`config.mk`:
```
export PLATFORM = sky130hd
export DESIGN_NAME = uart_core
export DESIGN_NICKNAME = d
export VERILOG_FILES = /design/src/rtl/uart_pkg.sv /design/src/rtl/uart_rx_unit.sv /design/src/rtl/uart_core.sv
export SDC_FILE = /design/constraint.sdc
export NUM_CORES = 1
export LEC_CHECK = 0
export CAP_MARGIN = 20
export CORE_MARGIN = 2
export CORE_UTILIZATION = 60
export CTS_BUF_LIST = sky130_fd_sc_hd__clkbuf_16
export DETAILED_ROUTE_END_ITERATION = 16
export GPL_ROUTABILITY_DRIVEN = 0
export PLACE_DENSITY = 0.82
export SLEW_MARGIN = 20
export SYNTH_ARGS = -nofsm -noshare
export SYNTH_HDL_FRONTEND = slang
export SYNTH_SLANG_ARGS = --single-unit
```
`constraint.sdc`:
```
create_clock -name sys_clk_i -period 5.25 [get_ports sys_clk_i]
set_input_delay 1.05 -clock sys_clk_i [delete_from_list [all_inputs] [get_ports sys_clk_i]]
set_output_delay 1.05 -clock sys_clk_i [all_outputs]
set_load 0.005 [all_outputs]
```
`src/rtl/uart_pkg.sv`:
```
// Shared timing defaults, divisor helper and the bit-level state encoding used
// by both the transmit and receive paths of uart_core.
package uart_pkg;

    localparam int CLK_FREQ_DEF = 50000000;
    localparam int BAUD_DEF     = 115200;
    localparam int FRAME_BITS   = 10;
    localparam int DATA_BITS    = 8;

    typedef enum logic [1:0] {
        ST_IDLE  = 2'd0,
        ST_START = 2'd1,
        ST_DATA  = 2'd2,
        ST_STOP  = 2'd3
    } uart_state_e;

    function automatic int calc_divisor(input int clk_freq, input int baud);
        return clk_freq / baud;
    endfunction

endpackage

```
`src/rtl/uart_rx_unit.sv`:
```
// 8N1 receiver: two-flop input synchronizer, half-bit start qualification and
// mid-bit sampling. A framing error keeps the frame busy until the line idles.
module uart_rx_unit
    import uart_pkg::*;
#(
    parameter int DIVISOR = 434
) (
    input  logic       sys_clk_i,
    input  logic       sys_rst_i,
    input  logic       rd_en,
    input  logic       rx_line,
    output logic [7:0] rx_data,
    output logic       rx_busy,
    output logic       rx_done
);

    localparam int CNT_W = $clog2(DIVISOR);
    localparam logic [CNT_W-1:0] BIT_LAST  = CNT_W'(DIVISOR - 1);
    localparam logic [CNT_W-1:0] HALF_LAST = CNT_W'(DIVISOR / 2 - 1);

    logic              rx_meta_r;
    logic              rx_sync_r;
    uart_state_e       rx_state_r, rx_state_s;
    logic [CNT_W-1:0]  rx_cnt_r, rx_cnt_s;
    logic [2:0]        rx_bit_r, rx_bit_s;
    logic [7:0]        rx_shift_r, rx_shift_s;
    logic              rx_ferr_r, rx_ferr_s;
    logic [7:0]        rx_data_r, rx_data_s;
    logic              rx_busy_r, rx_busy_s;
    logic              rx_done_r, rx_done_s;

    // Two-flop synchronizer; resets to the idle (high) line level.
    always_ff @(posedge sys_clk_i) begin
        if (sys_rst_i) begin
            rx_meta_r <= 1'b1;
            rx_sync_r <= 1'b1;
        end else begin
            rx_meta_r <= rx_line;
            rx_sync_r <= rx_meta_r;
        end
    end

    // Receive FSM next-state and output logic.
    always_comb begin
        rx_state_s = rx_state_r;
        rx_cnt_s   = rx_cnt_r;
        rx_bit_s   = rx_bit_r;
        rx_shift_s = rx_shift_r;
        rx_ferr_s  = rx_ferr_r;
        rx_data_s  = rx_data_r;
        rx_busy_s  = rx_busy_r;
        rx_done_s  = 1'b0;
        case (rx_state_r)
            ST_IDLE: begin
                rx_busy_s = 1'b0;
                rx_ferr_s = 1'b0;
                if (rd_en && !rx_sync_r) begin
                    rx_state_s = ST_START;
                    rx_cnt_s   = '0;
                    rx_busy_s  = 1'b1;
                end else begin
                    rx_state_s = ST_IDLE;
                end
            end
            ST_START: begin
                if (rx_cnt_r == HALF_LAST) begin
                    rx_cnt_s = '0;
                    if (!rx_sync_r) begin
                        rx_state_s = ST_DATA;
                        rx_bit_s   = 3'd0;
                    end else begin
                        rx_state_s = ST_IDLE;
                        rx_busy_s  = 1'b0;
                    end
                end else begin
                    rx_cnt_s = rx_cnt_r + 1'b1;
                end
            end
            ST_DATA: begin
                if (rx_cnt_r == BIT_LAST) begin
                    rx_cnt_s   = '0;
                    rx_shift_s = {rx_sync_r, rx_shift_r[7:1]};
                    if (rx_bit_r == 3'd7) begin
                        rx_state_s = ST_STOP;
                    end else begin
                        rx_bit_s = rx_bit_r + 3'd1;
                    end
                end else begin
                    rx_cnt_s = rx_cnt_r + 1'b1;
                end
            end
            ST_STOP: begin
                // After a bad stop bit, hold here until the line idles high.
                if (rx_ferr_r) begin
                    if (rx_sync_r) begin
                        rx_state_s = ST_IDLE;
                        rx_busy_s  = 1'b0;
                        rx_ferr_s  = 1'b0;
                    end else begin
                        rx_state_s = ST_STOP;
                    end
                end else if (rx_cnt_r == BIT_LAST) begin
                    rx_cnt_s = '0;
                    if (rx_sync_r) begin
                        rx_data_s  = rx_shift_r;
                        rx_done_s  = 1'b1;
                        rx_busy_s  = 1'b0;
                        rx_state_s = ST_IDLE;
                    end else begin
                        rx_ferr_s = 1'b1;
                    end
                end else begin
                    rx_cnt_s = rx_cnt_r + 1'b1;
                end
            end
            default: begin
                rx_state_s = ST_IDLE;
                rx_cnt_s   = '0;
                rx_busy_s  = 1'b0;
                rx_ferr_s  = 1'b0;
            end
        endcase
    end

    // Receive FSM state and output registers.
    always_ff @(posedge sys_clk_i) begin
        if (sys_rst_i) begin
            rx_state_r <= ST_IDLE;
            rx_cnt_r   <= '0;
            rx_bit_r   <= 3'd0;
            rx_shift_r <= 8'h00;
            rx_ferr_r  <= 1'b0;
            rx_data_r  <= 8'h00;
            rx_busy_r  <= 1'b0;
            rx_done_r  <= 1'b0;
        end else begin
            rx_state_r <= rx_state_s;
            rx_cnt_r   <= rx_cnt_s;
            rx_bit_r   <= rx_bit_s;
            rx_shift_r <= rx_shift_s;
            rx_ferr_r  <= rx_ferr_s;
            rx_data_r  <= rx_data_s;
            rx_busy_r  <= rx_busy_s;
            rx_done_r  <= rx_done_s;
        end
    end

    assign rx_data = rx_data_r;
    assign rx_busy = rx_busy_r;
    assign rx_done = rx_done_r;

endmodule

```
`src/rtl/uart_core.sv`:
```
// Full-duplex 8N1 UART. The transmitter lives here; the receiver is the
// uart_rx_unit instance. Both run off sys_clk_i with a synchronous reset.
module uart_core
    import uart_pkg::*;
#(
    parameter int CLK_FREQ = CLK_FREQ_DEF,
    parameter int BAUD     = BAUD_DEF
) (
    input  logic       sys_clk_i,
    input  logic       sys_rst_i,
    input  logic       uart_wr_i,
    input  logic [7:0] uart_dat_i,
    output logic       uart_busy,
    output logic       uart_tx,
    input  logic       uart_rd_i,
    input  logic       uart_rx,
    output logic [7:0] uart_dat_o,
    output logic       uart_rx_busy,
    output logic       done
);

    localparam int DIVISOR = calc_divisor(CLK_FREQ, BAUD);
    localparam int CNT_W   = $clog2(DIVISOR);
    localparam logic [CNT_W-1:0] BIT_LAST = CNT_W'(DIVISOR - 1);

    uart_state_e       tx_state_r, tx_state_s;
    logic [CNT_W-1:0]  tx_cnt_r, tx_cnt_s;
    logic [2:0]        tx_bit_r, tx_bit_s;
    logic [7:0]        tx_shift_r, tx_shift_s;
    logic              tx_line_r, tx_line_s;
    logic              tx_busy_r, tx_busy_s;

    // Transmit FSM next-state logic; the line value is registered with the state.
    always_comb begin
        tx_state_s = tx_state_r;
        tx_cnt_s   = tx_cnt_r;
        tx_bit_s   = tx_bit_r;
        tx_shift_s = tx_shift_r;
        tx_line_s  = tx_line_r;
        tx_busy_s  = tx_busy_r;
        case (tx_state_r)
            ST_IDLE: begin
                tx_line_s = 1'b1;
                tx_busy_s = 1'b0;
                if (uart_wr_i) begin
                    tx_state_s = ST_START;
                    tx_shift_s = uart_dat_i;
                    tx_cnt_s   = '0;
                    tx_line_s  = 1'b0;
                    tx_busy_s  = 1'b1;
                end else begin
                    tx_state_s = ST_IDLE;
                end
            end
            ST_START: begin
                if (tx_cnt_r == BIT_LAST) begin
                    tx_state_s = ST_DATA;
                    tx_cnt_s   = '0;
                    tx_bit_s   = 3'd0;
                    tx_line_s  = tx_shift_r[0];
                end else begin
                    tx_cnt_s = tx_cnt_r + 1'b1;
                end
            end
            ST_DATA: begin
                if (tx_cnt_r == BIT_LAST) begin
                    tx_cnt_s = '0;
                    if (tx_bit_r == 3'd7) begin
                        tx_state_s = ST_STOP;
                        tx_line_s  = 1'b1;
                    end else begin
                        tx_bit_s   = tx_bit_r + 3'd1;
                        tx_shift_s = {1'b0, tx_shift_r[7:1]};
                        tx_line_s  = tx_shift_r[1];
                    end
                end else begin
                    tx_cnt_s = tx_cnt_r + 1'b1;
                end
            end
            ST_STOP: begin
                if (tx_cnt_r == BIT_LAST) begin
                    tx_state_s = ST_IDLE;
                    tx_cnt_s   = '0;
                    tx_busy_s  = 1'b0;
                    tx_line_s  = 1'b1;
                end else begin
                    tx_cnt_s = tx_cnt_r + 1'b1;
                end
            end
            default: begin
                tx_state_s = ST_IDLE;
                tx_cnt_s   = '0;
                tx_line_s  = 1'b1;
                tx_busy_s  = 1'b0;
            end
        endcase
    end

    // Transmit FSM state and output registers.
    always_ff @(posedge sys_clk_i) begin
        if (sys_rst_i) begin
            tx_state_r <= ST_IDLE;
            tx_cnt_r   <= '0;
            tx_bit_r   <= 3'd0;
            tx_shift_r <= 8'h00;
            tx_line_r  <= 1'b1;
            tx_busy_r  <= 1'b0;
        end else begin
            tx_state_r <= tx_state_s;
            tx_cnt_r   <= tx_cnt_s;
            tx_bit_r   <= tx_bit_s;
            tx_shift_r <= tx_shift_s;
            tx_line_r  <= tx_line_s;
            tx_busy_r  <= tx_busy_s;
        end
    end

    assign uart_tx   = tx_line_r;
    assign uart_busy = tx_busy_r;

    uart_rx_unit #(
        .DIVISOR (DIVISOR)
    ) u_rx (
        .sys_clk_i (sys_clk_i),
        .sys_rst_i (sys_rst_i),
        .rd_en     (uart_rd_i),
        .rx_line   (uart_rx),
        .rx_data   (uart_dat_o),
        .rx_busy   (uart_rx_busy),
        .rx_done   (done)
    );

endmodule

```
After elaboration in Yosys (flattened, before gate mapping)
Index checks and enable logic that the tools add are counted.

word-level totals
  flip-flop bits (word level) = 59
  latch bits = 0
  RAM bits = 0
  ROM bits = 0
  input port bits = 13
  output and inout port bits = 12
  logic and storage cells = 129
  memories kept = 0

operators by class
  add/sub/neg operators = 4
  $mul = 0
  divide/modulo/power cells = 0
  order comparisons = 0
  equal/unequal tests = 26
  shift operators = 0
  mux-type cells = 57
  bitwise gates (word level) = 3
  reduce and logical (&&, ||, !) cells = 23

operator list
  cell                   count
  $mux W9                6
  $pmux W9 S4            1
  $mux W2                12
  $mux W8                3
  $mux W3                7
  $add A9 B1 Y9 const B  2
  $eq A9 B9 Y1 const B   2
  $mux W1                18
  $ne A2 B2 Y1 const B   9
  $pmux W9 S2            1
  $pmux W2 S4            2
  $pmux W8 S2            1
  $reduce_and A4 Y1      4
  $pmux W3 S2            2
  $reduce_and A5 Y1      2
  $reduce_bool A2 Y1     5
  $eq A9 B8 Y1 const B   1
  $eq A2 B2 Y1 const B   4
  $ne A2 B1 Y1 const B   4
  $add A3 B1 Y3 const B  2
  $eq A3 B3 Y1 const B   2
  $ne A3 B1 Y1 const B   2
  $reduce_and A2 Y1      3
  $reduce_and A3 Y1      2
  11 further kinds       16

Depth between registers and ports, before layout
  depth in word-level cells = 4
  gate-level depth with buffers = 9

Cells and area by module
A second synthesis with hierarchy kept.

second synthesis, totals
  cells, all modules = 346
  area, all modules = 3109.2 um^2

by module, submodules not included
  module        instances  cells an instance  area each (um^2)  seq. area each (um^2)
  uart_rx_unit  1          206                1816.7            700.7
  uart_core     1          140                1292.5            480.5

Worst setup path before layout
OpenSTA, ideal clock, no wires.

  path type = input to register
  from = in uart_wr_i
  to = reg tx_shift_r[4]
  library setup time = 0.086 ns
  data arrival time = 2.047 ns
  required time = 5.164 ns
  slack = 3.118 ns
  cell stages on the path = 6
  path through = nand2b_1 clkbuf_1 a21boi_2 buf_2 nor2_1 a211oi_1

on the way
  word-level cells in the longest chain between the ends = 2

RTL lines
  item                         RTL line          source
  start, declared              uart_core.sv:11   input logic uart_wr_i,
  $ne A2 B2 Y1 (no line)       --
  $reduce_and A4 Y1 (no line)  --
  end signal, assigned         uart_core.sv:112  tx_shift_r <= tx_shift_s;
  end, declared                uart_core.sv:29   logic [7:0] tx_shift_r, tx_shift_s;

Every way passes these cells.
A chain may end at the register's enable or synchronous reset.

==> results.sh <==
export IMPL_rsz0062_at_grt="no"
export IMPL_finalHoldViolCount=0
export IMPL_syn_area_sq_um=2910
export IMPL_cts_made_buffers=9
export IMPL_clock_sinks=59
export IMPL_status="completed"
export IMPL_drt_total_wl_mm=5.70
export IMPL_crit_fanout=24
export IMPL_antennaDiodeCount=0
export IMPL_syn_nets=355
export IMPL_worst_pin_slew_ns=0.882
export IMPL_numPortBuffers=24
export IMPL_synth_most_common_cell="nor2_1"
export IMPL_area_growth_pct=18.5
export IMPL_crit_slowest_cell="clkdlybuf4s50_1"
export IMPL_firstDrtPassIters=5
export IMPL_ys_flop_type="dfxtp_1"
export IMPL_post_cts_repair_setup_buffers=0
export IMPL_postCtsHoldBufs=0
export IMPL_cp_required_ns=5.49
export IMPL_grt_ovfl_total=0
export IMPL_fin_crit_sh=0.503
export IMPL_drtIter0Drc=165
export IMPL_leakagePower_nw=1.42
export IMPL_path_clk_slew_ns=0.05
export IMPL_crit_chain="clkdlybuf4s50_1 > a211oi_2 > a21oi_1 > o21ai_0"
export IMPL_start_kind="input port"
export IMPL_clk_latency_ns=0.32
export IMPL_dpl_hpwl_mm=3.82
export IMPL_max_vdd_ir_drop_v=0.000319
export IMPL_finalSetupTns_ns=0
export IMPL_cts_tree="yes"
export IMPL_yosysWarnings=0
export IMPL_start_util=0.621
export IMPL_setup_violations_final=0
export IMPL_wl_per_cell_microns=14.1
export IMPL_nFillCells=345
export IMPL_final_nets=376
export IMPL_p_total_w=0.00140
export IMPL_powerDensity_nw_per_um2=406
export IMPL_ys_seq_elements=59
export IMPL_slowest_delay_ns=0.86
export IMPL_hold_path_class="register to register"
export IMPL_cts_resized=0
export IMPL_drive_above_1_share=0.0800
export IMPL_drv_cap=0
export IMPL_pin_count=25
export IMPL_multi_input_area_sq_um=1610
export IMPL_die_h_microns=73.7
export IMPL_core_area_sq_um=4690
export IMPL_drt_antenna_violating_nets=0
export IMPL_worstPathArrival_ns=2.88
export IMPL_antenna_found_initial=0
export IMPL_synth_top_cell_by_area="dfxtp_1"
export IMPL_grt_start_max_net_pins=27
export IMPL_synthesis_instances=324
export IMPL_slew_viol_final=0
export IMPL_route_detailed_drc=0
export IMPL_fin_worst_skew_ns=0.00339
export IMPL_register_area_sq_um=1180
export IMPL_grt_pass1_vias=2192
export IMPL_max_freq_mhz=379
export IMPL_syn_area_per_cell_sq_um=8.99
export IMPL_synth_top_area_share=0.405
export IMPL_min_period_ns=2.64
export IMPL_max_clock_path_buffers=2
export IMPL_via_per_inst=5.84
export IMPL_cts_root_buf="clkbuf_16"
export IMPL_slew_headroom=0.410
export IMPL_grt_first_pass_wirelength_mm=9.64
export IMPL_ys_seq_area_frac=0.405
export IMPL_hold_ws_ns=0.415
export IMPL_htreeDepth=3
export IMPL_cp_end_kind="register"
export IMPL_criticalPathCategory="input port to register"
export IMPL_async_flop_share=0
export IMPL_row_count=25
export IMPL_synth_commonest_cells="nor2_1 (63), dfxtp_1 (59), mux2i_1 (31)"
export IMPL_ys_types=45
export IMPL_dp_slack_ns=2.31
export IMPL_die_x_microns=73.7
export IMPL_vias=2358
export IMPL_track_usage=0.229
export IMPL_synth_edff_count=0
export IMPL_setup_slack_ns=2.61
export IMPL_synth_area_top_cells="dfxtp_1 (41%), mux2i_1 (11%), nor2_1 (8.1%)"
export IMPL_design_die_area_sq_um=5430
final cells by class:
| cell class | instances | share of cell area |
|---|---|---|
| Multi-Input combinational cell | 235 | 0.468 |
| Sequential cell | 59 | 0.342 |
| Timing Repair Buffer | 25 | 0.0718 |
| Clock buffer | 9 | 0.0652 |
| Tap cell | 54 | 0.0196 |
| Clock inverter | 7 | 0.0174 |
| Inverter | 15 | 0.0163 |
sequential cells by signal (all words and copies together), names as in the netlist, 2 cells and up:
register,cells
u_rx.rx_data,8
tx_shift_r,8
u_rx.rx_shift_r,8
tx_bit_r,3
tx_state_r,2
u_rx.rx_cnt_r,9
u_rx.rx_bit_r,3
u_rx.rx_state_r,2
tx_cnt_r,9
report_power, final:
group          switching, W  total [W]  internal, W
clock network      0.000194   0.000554     0.000360
logic              0.000189   0.000323     0.000134
registers         0.0000309   0.000523     0.000492
metrics by stage:
| step | utilization | cells | instance area [sq um] |
|---|---|---|---|
| final | 0.736 | 404 | 3450 |
| after global placement | 0.675 | 388 | 3170 |
| after floorplan | - | 324 | 2910 |
| after global routing | 0.736 | 404 | 3450 |
| after detailed placement | 0.675 | 388 | 3170 |
| after CTS | 0.736 | 404 | 3450 |
critical path, delay by kind of cell:
kind	cells	cell delay, ns
compound gates	3	0.96
buf+inv	1	0.86
cells by family after synthesis:
kind of cell | share of synthesized area
xor+xnor | 0.0241
mux | 0.107
fa+ha+maj | 0.0773
flops | 0.405
buf+inv | 0.0404
compound gates | 0.141
simple gates | 0.205
metal layers:
layer  track usage  wire length [microns]  vias up
met4         0.125                    115        0
li1              -                      -     1169
met5             0                      0        -
met2         0.374                   2720       57
met3        0.0466                    235       12
met1         0.282                   2620     1120
placed cells by master (no fill, tap or decap), drive strengths merged, types with 3 or more instances in the layout:
cell	count
and2	6
o21ai	12
dfxtp	59
xnor2	3
xor2	5
and3	3
clkdlybuf4s50	24
a311oi	3
clkbuf	9
nand4	7
nor2	63
inv	16
a211oi	12
nor3	3
nand2	13
nand2b	6
ha	18
nand3	10
a21oi	16
clkinv	4
mux2i	31
path summary, 6_finish.rpt:
check                                   to                        from  depth (start not counted)  slack [ns]
max          u_rx.rx_cnt_r[3]$_SDFFE_PP0P_                   sys_rst_i                          4        2.61
min              u_rx.rx_sync_r$_SDFF_PP1_   u_rx.rx_meta_r$_SDFF_PP1_                          1        0.41
max reg2reg     tx_shift_r[4]$_SDFFE_PP0P_  tx_state_r[0]$_SDFFE_PP0P_                          7        3.03
min reg2reg      u_rx.rx_sync_r$_SDFF_PP1_   u_rx.rx_meta_r$_SDFF_PP1_                          1        0.41
Note: power is estimated with default switching activity, not from simulation.
